<file path="config.mk">
export PLATFORM = sky130hd
export DESIGN_NAME = router_fifo_pkt
export DESIGN_NICKNAME = d
export VERILOG_FILES = /design/src/rtl/router_fifo_pkt.sv
export SDC_FILE = /design/constraint.sdc
export NUM_CORES = 1
export LEC_CHECK = 0
export BUFFER_PORTS_ARGS = -buffer_cell sky130_fd_sc_hd__clkbuf_2
export CAP_MARGIN = 10
export CORE_MARGIN = 2
export CORE_UTILIZATION = 55
export DETAILED_ROUTE_END_ITERATION = 6
export GPL_ROUTABILITY_DRIVEN = 0
export PLACE_DENSITY = 0.72
export SKIP_CTS_REPAIR_TIMING = 1
export SYNTH_ARGS = -nofsm -noshare
export SYNTH_HDL_FRONTEND = slang
export SYNTH_SLANG_ARGS = --single-unit
</file>
<file path="constraint.sdc">
create_clock -name clk -period 8.9 [get_ports clk]
set_clock_uncertainty 0.15 [all_clocks]
set_input_delay 2.67 -clock clk [delete_from_list [all_inputs] [get_ports clk]]
set_output_delay 2.67 -clock clk [all_outputs]
set_load 0.02 [all_outputs]
</file>
<file path="src/rtl/router_fifo_pkt.sv">
// router_fifo_pkt
// Packet-aware output FIFO for one router destination channel. Each entry
// stores a data byte plus a header flag. On read, the FIFO follows packet
// boundaries: a header byte carries the payload length in data[DATA_WIDTH-1:2],
// and pkt_done marks the trailing parity byte. The FIFO reports its fill level
// and almost-full to the router FSM. If the destination stops reading, the FIFO
// flushes itself.
//
// Ports:
//   clk            rising-edge clock
//   reset          synchronous active-high full clear
//   soft_reset     synchronous active-high flush (protocol_err is kept)
//   write_enb      write request; lfd_state flags data_in as a header byte
//   data_in        write data
//   read_enb       read request
//   data_out       registered read data (1-cycle latency)
//   data_out_valid data_out was popped on the previous edge
//   pkt_done       pulse alongside the last (parity) byte of a packet
//   full/empty/almost_full  decoded from the registered fill_level
//   fill_level     number of stored entries
//   timeout_flush  pulse on the edge where an idle auto-flush happened
//   protocol_err   sticky: payload byte popped while no packet was open
module router_fifo_pkt #(
  parameter int DATA_WIDTH  = 8,
  parameter int DEPTH       = 16,
  parameter int AFULL_LEVEL = 14,
  parameter int TIMEOUT     = 30
) (
  input  logic                    clk,
  input  logic                    reset,
  input  logic                    soft_reset,
  input  logic                    write_enb,
  input  logic                    lfd_state,
  input  logic [DATA_WIDTH-1:0]   data_in,
  input  logic                    read_enb,
  output logic [DATA_WIDTH-1:0]   data_out,
  output logic                    data_out_valid,
  output logic                    pkt_done,
  output logic                    full,
  output logic                    empty,
  output logic                    almost_full,
  output logic [$clog2(DEPTH):0]  fill_level,
  output logic                    timeout_flush,
  output logic                    protocol_err
);

  localparam int AW = $clog2(DEPTH);
  localparam int FW = AW + 1;
  localparam int IW = $clog2(TIMEOUT);
  localparam int RW = DATA_WIDTH - 1;

  // Remaining bytes of a packet once its header is popped: payload + parity.
  function automatic logic [RW-1:0] hdr_rem(input logic [DATA_WIDTH-1:0] hdr);
    return RW'(hdr[DATA_WIDTH-1:2]) + RW'(1);
  endfunction

  logic [DATA_WIDTH:0] mem [DEPTH];
  logic [AW-1:0]       wr_ptr;
  logic [AW-1:0]       rd_ptr;
  logic [RW-1:0]       pkt_rem;
  logic [IW-1:0]       idle_cnt;

  logic                wr_acc;
  logic                rd_acc;
  logic                idle;
  logic                flush_now;
  logic                clear_all;
  logic [DATA_WIDTH:0] pop_entry;
  logic                pop_hdr;
  logic [DATA_WIDTH-1:0] pop_byte;

  assign full        = (fill_level == FW'(DEPTH));
  assign empty       = (fill_level == '0);
  assign almost_full = (fill_level >= FW'(AFULL_LEVEL));

  assign wr_acc    = write_enb && !full;
  assign rd_acc    = read_enb && !empty;
  assign idle      = !empty && !rd_acc;
  // The counter already holds TIMEOUT-1 idle cycles; this idle cycle is the last one.
  assign flush_now = idle && (idle_cnt == IW'(TIMEOUT - 1));
  assign clear_all = reset || soft_reset || flush_now;

  assign pop_entry = mem[rd_ptr];
  assign pop_hdr   = pop_entry[DATA_WIDTH];
  assign pop_byte  = pop_entry[DATA_WIDTH-1:0];

  // Storage: a write coinciding with any kind of clear is discarded.
  always_ff @(posedge clk) begin
    if (wr_acc && !clear_all) begin
      mem[wr_ptr] <= {lfd_state, data_in};
    end
  end

  // Pointers, level, packet tracking, idle timer, output register
  always_ff @(posedge clk) begin
    if (reset || soft_reset || flush_now) begin
      wr_ptr         <= '0;
      rd_ptr         <= '0;
      fill_level     <= '0;
      pkt_rem        <= '0;
      idle_cnt       <= '0;
      data_out       <= '0;
      data_out_valid <= 1'b0;
      pkt_done       <= 1'b0;
      // A soft reset takes precedence, so only a genuine auto-flush pulses.
      timeout_flush  <= !reset && !soft_reset;
      if (reset) begin
        protocol_err <= 1'b0;
      end
    end else begin
      timeout_flush <= 1'b0;

      if (wr_acc) begin
        wr_ptr <= wr_ptr + AW'(1);
      end

      unique case ({wr_acc, rd_acc})
        2'b10:   fill_level <= fill_level + FW'(1);
        2'b01:   fill_level <= fill_level - FW'(1);
        default: fill_level <= fill_level;
      endcase

      idle_cnt <= idle ? idle_cnt + IW'(1) : '0;

      if (rd_acc) begin
        rd_ptr         <= rd_ptr + AW'(1);
        data_out       <= pop_byte;
        data_out_valid <= 1'b1;
        if (pkt_rem == '0) begin
          pkt_done <= 1'b0;
          if (pop_hdr) begin
            pkt_rem <= hdr_rem(pop_byte);
          end else begin
            protocol_err <= 1'b1;
          end
        end else begin
          // Mid-packet the header flag is ignored; everything counts as payload.
          pkt_rem  <= pkt_rem - RW'(1);
          pkt_done <= (pkt_rem == RW'(1));
        end
      end else begin
        data_out_valid <= 1'b0;
        pkt_done       <= 1'b0;
      end
    end
  end

endmodule

</file>
==> results of run 1 <==
==> layout make-up <==
cell class / instances / share of cell area
inverters: 13 / 0.00578
flip-flops and latches: 185 / 0.610
clock buffers: 22 / 0.0538
well taps: 176 / 0.0261
multi-input cells: 255 / 0.260
clock inverters: 10 / 0.0170
repair buffers: 42 / 0.0275
==> flip-flops by register name, indices dropped and copies added (netlist names), named ones only <==
register	flops
data_out_valid	1
rd_ptr	4
wr_ptr	4
pkt_rem	7
pkt_done	1
data_out	8
protocol_err	1
fill_level	5
timeout_flush	1
mem	144
idle_cnt	5
==> placed cells by master, fill, tap and decap left out, drive strengths merged, types with 5 or more instances in the layout <==
cell type / Yosys / final
mux2i: 7 / 7
or3: 5 / 5
mux4: 37 / 37
nand2: 39 / 39
buf: 13 / 9
nor2: 44 / 44
ha: 14 / 14
a22oi: 7 / 7
inv: 12 / 15
edfxtp: 145 / 145
dfxtp: 40 / 40
nor3: 8 / 8
xnor2: 8 / 8
clkbuf: 8 / 55
nand3: 19 / 19
xor2: 9 / 9
a21oi: 24 / 24
==> path summary, 6_finish.rpt <==
check | startpoint | endpoint | slack, ns | cells after the start
setup reg to reg | fill_level[0]$_SDFFE_PN0P_ | fill_level[4]$_SDFFE_PN0P_ | 4.79 | 13
setup / recovery | read_enb | fill_level[4]$_SDFFE_PN0P_ | 3.63 | 12
hold reg to reg | data_out[5]$_SDFFE_PN0N_ | data_out[5]$_SDFFE_PN0N_ | 0.31 | 2
hold / removal | data_out[5]$_SDFFE_PN0N_ | data_out[5]$_SDFFE_PN0N_ | 0.31 | 2
==> where the power goes <==
part           internal [mW]  switching, mW
clock network          0.452          0.311
registers              0.935        0.00307
logic                 0.0228         0.0426
total                   1.41          0.357
==> worst max-delay path: stages <==
cell	delay, ns
clkbuf_2	0.09
nand2b_1	0.42
clkinv_1	0.57
ha_1	0.42
inv_1	0.12
fa_1	0.22
inv_1	0.05
a21o_1	0.18
a21oi_1	0.19
xnor2_1	0.10
or3_1	0.31
a21oi_1	0.14
==> routing by layer <==
layer  vias to the layer above  wire length, um  global-route usage
met1                      2085             6230               0.288
li1                       1886                -                   -
met5                         -                0                   0
met2                       148             7270               0.342
met4                         0              269              0.0879
met3                        20              821              0.0484
==> cell families after synthesis <==
logic type	after synthesis
DFF	185
and+or+nand+nor	137
muxes	45
AOI/OAI and AO/OA	41
buffers and inverters	34
xor gates and xnor gates	17
adders and majority gates	15
==> impl_results.md, run 1 <==
- Status: complete, no violations
- Clock root cell: clkbuf_16
- Filler cells: around 940
- Row count: between 40 and 50
- Mapped Cells: between 400 and 500
- HP Class: flop to flop
- Initial Utilization: 0.566
- H-Tree Depth: 4
- Clk buf depth: 2
- Synth Area in Compound Gates: 0.0339
- Antenna viol nets, final: 0
- Vias in the first global route: around 4100
- LEAKAGE: between 2 and 3 nW
- Yosys reg bits: roughly 190
- Final nets: around 540
- Area of the multi-input gates: around 2200 um^2
- CTS tree: built
- IO Count: 34
- Unique masters post-synth: 44
- Initial DRC Count: approximately 290
- Routed wire length per instance: approximately 21 um
- Clk sink count: between 150 and 200
- Setup Crit Path Kind: input pin to flop
- Initial antenna violation count: 0
- Largest net degree at the start of global routing: 39
- PwrDens: 209 nW/um^2
- Largest fanout on the critical path: 16
- DR vias: approximately 4100
- Vias/cell: around 5.9
- Clock Pin Slew Worst Setup and Hold Paths: 0.07 ns
- Seq/Total Area, Yosys: 0.685
- Final instance area: approximately 8400 um^2
- DRC viols: 0
- Adder-Cell Fraction of Synth Area: 0.0259
- Post-synth top area share: 0.579
- Main synth FF type: edfxtp_1
- DP Cell Count: 671
- Final setup margin: between 3 and 4 ns
- Post-synth EDFFs: 145
- Final critical-path required period: between 5 and 6 ns
- Sequential cell area: 5160 um^2
- Largest cells by area after synthesis: edfxtp_1, dfxtp_1, mux4_2
- Syn nets: around 500
- Main combinational cell family by area after synthesis: multiplexers
- Final Non-Filler Cells: 703
- Dpl cell area: approximately 7900 um^2
- Die height: between 100 and 150 um
- Final-report max-slew violation count: 0
- PnR Total Power: between 1.5 and 2 mW
- Syn_area_per_cell: 15.9 um^2
- Synth Area in XOR/XNOR: 0.0198
- Max transition margin: 0.232
- Area leader, netlist: edfxtp_1
- Die ar.: 14600 um^2
- Antenna cells: 0
- Top cells by count, synth: edfxtp_1, nor2_1, dfxtp_1
- CTS buffer count: 17
- Crit share post-route: 0.592
- Fin util: 0.636
- # setup viols final: 0
- F_max: around 190 MHz
- Worst hold margin: 0.313 ns
- Layout cells sized above 1: 0.190
- Core box area: between 10000 and 15000 um^2
- Total GRT Usage: 0.214
- Worst Path Arrival: approximately 5.5 ns
- Synth async-reset ratio: 0
- Routed Wire Length: around 15000 um
- Post-synthesis simple-gate area fraction: 0.0838
- Number of port buffers: 33
- YS warnings: 0
- Mapped Area: roughly 7500 um^2
- Max-Cap Viols: 0
- HPWL Detailed: around 9200 um
- Setup crit end kind: flop
- Setup TNS: 0 ns
- First-pass GRT wire length: between 20000 and 25000 um
- Skew-Pair Late Insertion Delay: about 0.42 ns
- First drt pass iteration count: 4
- Critical path required time: around 9.1 ns
- Pre-CTS WS: between 3 and 4 ns
- Final Hold Violating Endpoints: 0
- Area growth syn-to-layout: 12.3%
- Mux contribution to synthesized area: 0.128
- Peak VDD IR: 0.000157 V
- Setup crit start kind: input pin
- RSZ-0062 raised after global routing: no
- Top-count cell post-synth: edfxtp_1
- Worst slew pin tran: ~1.1 ns
- Chip Width: between 100 and 150 um
- Grt ovf: 0
No activity file was read; power rests on OpenSTA's default activity.
==> inputs of run 2 (changes only) <==
--- a/config.mk
+++ b/config.mk
@@ -11,7 +11,7 @@
 export CORE_UTILIZATION = 55
 export DETAILED_ROUTE_END_ITERATION = 6
 export GPL_ROUTABILITY_DRIVEN = 0
-export PLACE_DENSITY = 0.72
+export PLACE_DENSITY = 0.75
 export SKIP_CTS_REPAIR_TIMING = 1
 export SYNTH_ARGS = -nofsm -noshare
 export SYNTH_HDL_FRONTEND = slang
==> constraint.sdc (replaced) <==
create_clock -name clk -period 4.3 [get_ports clk]
set_clock_uncertainty 0.15 [all_clocks]
set_input_delay 1.29 -clock clk [delete_from_list [all_inputs] [get_ports clk]]
set_output_delay 1.29 -clock clk [all_outputs]
set_load 0.02 [all_outputs]
==> impl_results.md, run 2 (synthesis results as in run 1) <==
- Status: complete, no violations
- DRC viols: 0 (unchanged)
- Core box area: 13300 um^2 (unchanged)
- Filler cells: 912 (-2.5%)
- Clock Pin Slew Worst Setup and Hold Paths: 0.07 ns (about the same)
- Max-Cap Viols: 0 (unchanged)
- Final-report max-slew violation count: 0 (unchanged)
- Grt ovf: 0 (unchanged)
- Commonest non-fill, non-tap cells in the layout: edfxtp_1, nor2_1, dfxtp_1, nand2_1, clkbuf_2
- CTS tree: built
- Crit share post-route: 0.748
- Final Non-Filler Cells: 720 (+2.4%)
- Layout cells sized above 1: 0.217 (+0.0272)
- CTS buffer count: 17 (unchanged)
- First drt pass iteration count: 5 (+1)
- LEAKAGE: 2.92 nW (+3.1%)
- Antenna cells: 0 (unchanged)
- Initial Utilization: 0.566 (unchanged)
- Final nets: 560 (+3.1%)
- Initial antenna violation count: 0 (unchanged)
- Skew-Pair Late Insertion Delay: 0.42 ns (about the same)
- Antenna viol nets, final: 0 (unchanged)
- Critical path required time: 4.51 ns (-4.60 ns)
- HPWL Detailed: 9810 um (+6.3%)
- Routed Wire Length: 14700 um (+1.0%)
- Total GRT Usage: 0.220 (+0.00590)
- Area growth syn-to-layout: 13.9%
- Largest fanout on the critical path: 16 (unchanged)
- Setup TNS: 0 ns (unchanged)
- Final setup margin: 1.09 ns (-2.55 ns)
- Reg with most FFs: mem
- HP Class: flop to flop
- Largest net degree at the start of global routing: 31 (-21%)
- Clock root cell: clkbuf_16
- Clk sink count: 185 (unchanged)
- Worst hold margin: 0.308 ns (-0.00454 ns)
- IO Count: 34 (unchanged)
- Peak VDD IR: 0.000287 V (+82%)
- DR vias: 4173 (+0.82%)
- Vias/cell: 5.80 (-1.6%)
- First-pass GRT wire length: 23400 um (+3.6%)
- Max transition margin: 0.413 (+0.181)
- PnR Total Power: 3.61 mW (+100%)
- Number of port buffers: 33 (unchanged)
- Vias in the first global route: 4171 (+2.3%)
- RSZ-0062 raised after global routing: no
- F_max: 311 MHz
- Final critical-path required period: ~3.2 ns
- Setup Crit Path Kind: flop to flop
- Initial DRC Count: 435 (+51%)
- PwrDens: 422 nW/um^2 (+100%)
- Die height: 121 um (unchanged)
- DP Cell Count: 688 (+2.5%)
- Worst Path Arrival: 3.43 ns (-2.05 ns)
- Area of the multi-input gates: 2190 um^2 (unchanged)
- Setup crit start kind: flop
- Die ar.: 14600 um^2 (unchanged)
- Biggest regs: mem (144), data_out (8), pkt_rem (7)
- Clk buf depth: 2 (unchanged)
- Sequential cell area: 5160 um^2 (unchanged)
- # setup viols final: 0 (unchanged)
- H-Tree Depth: 4 (unchanged)
- Commonest non-fill, non-tap cell in the layout: edfxtp_1
- Final Hold Violating Endpoints: 0 (unchanged)
- Worst slew pin tran: 0.879 ns (-0.269 ns)
- Setup crit end kind: flop
- Row count: 42 (unchanged)
- Max FFs per register: 144 (unchanged)
- Routed wire length per instance: 20.5 um (-1.4%)
- Chip Width: 121 um (unchanged)
- Pre-CTS WS: 0.808 ns (-2.40 ns)
-- run 2: cell types whose count changed in the layout (fill, tap and decap cells not counted), sizes merged --
cell,previous run,this run
buf,9,26
clkbuf,55,51
clkinv,3,10
inv,15,12
-- run 2: stage by stage --
step                cell area [um^2]   util
finish                          8560  0.644
global route                    8560  0.644
CTS                             8560  0.644
detailed placement              7980  0.600
global placement                7980  0.600
floorplan                       7520      -
-- run 2: path summary, 6_finish.rpt --
check	startpoint	endpoint	slack, ns	cells after the start
hold / removal	data_out[4]$_SDFFE_PN0N_	data_out[4]$_SDFFE_PN0N_	0.31	2
setup reg to reg	fill_level[3]$_SDFFE_PN0P_	fill_level[4]$_SDFFE_PN0P_	1.09	14
setup / recovery	fill_level[3]$_SDFFE_PN0P_	fill_level[4]$_SDFFE_PN0P_	1.09	14
hold reg to reg	data_out[4]$_SDFFE_PN0N_	data_out[4]$_SDFFE_PN0N_	0.31	2
-- run 2: critical path: stages, from the launching register on --
cell      delay, ns
dfxtp_1        0.36
nor4_1         0.39
nor2b_1        0.32
nand2b_1       0.18
clkinv_1       0.07
buf_4          0.19
ha_1           0.25
inv_1          0.12
fa_1           0.22
inv_1          0.05
a21o_1         0.17
a21oi_1        0.16
xnor2_1        0.08
or3_1          0.30
a21oi_1        0.13
-- run 2: metal layers --
layer | track usage | wire length [um]
met1 | 0.300 | 6130
met2 | 0.356 | 7500
met3 | 0.0559 | 918
met4 | 0.0596 | 195
met5 | 0 | 0
-- run 2: where the power goes --
group / leakage [nW] / internal (mW) / total, mW / switching (mW)
registers: 1.63 / 1.93 / 1.94 / 0.0102
clock network: 0.284 / 0.906 / 1.53 / 0.628
logic: 1.01 / 0.0500 / 0.134 / 0.0843
-- run 2: cell type report --
| type | count | share of cell area |
|---|---|---|
| Clock buffer | 18 | 0.0501 |
| Clock inverter | 14 | 0.0183 |
| Inverter | 13 | 0.00570 |
| Multi-Input combinational cell | 255 | 0.256 |
| Sequential cell | 185 | 0.602 |
| Tap cell | 176 | 0.0257 |
| Timing Repair Buffer | 59 | 0.0421 |
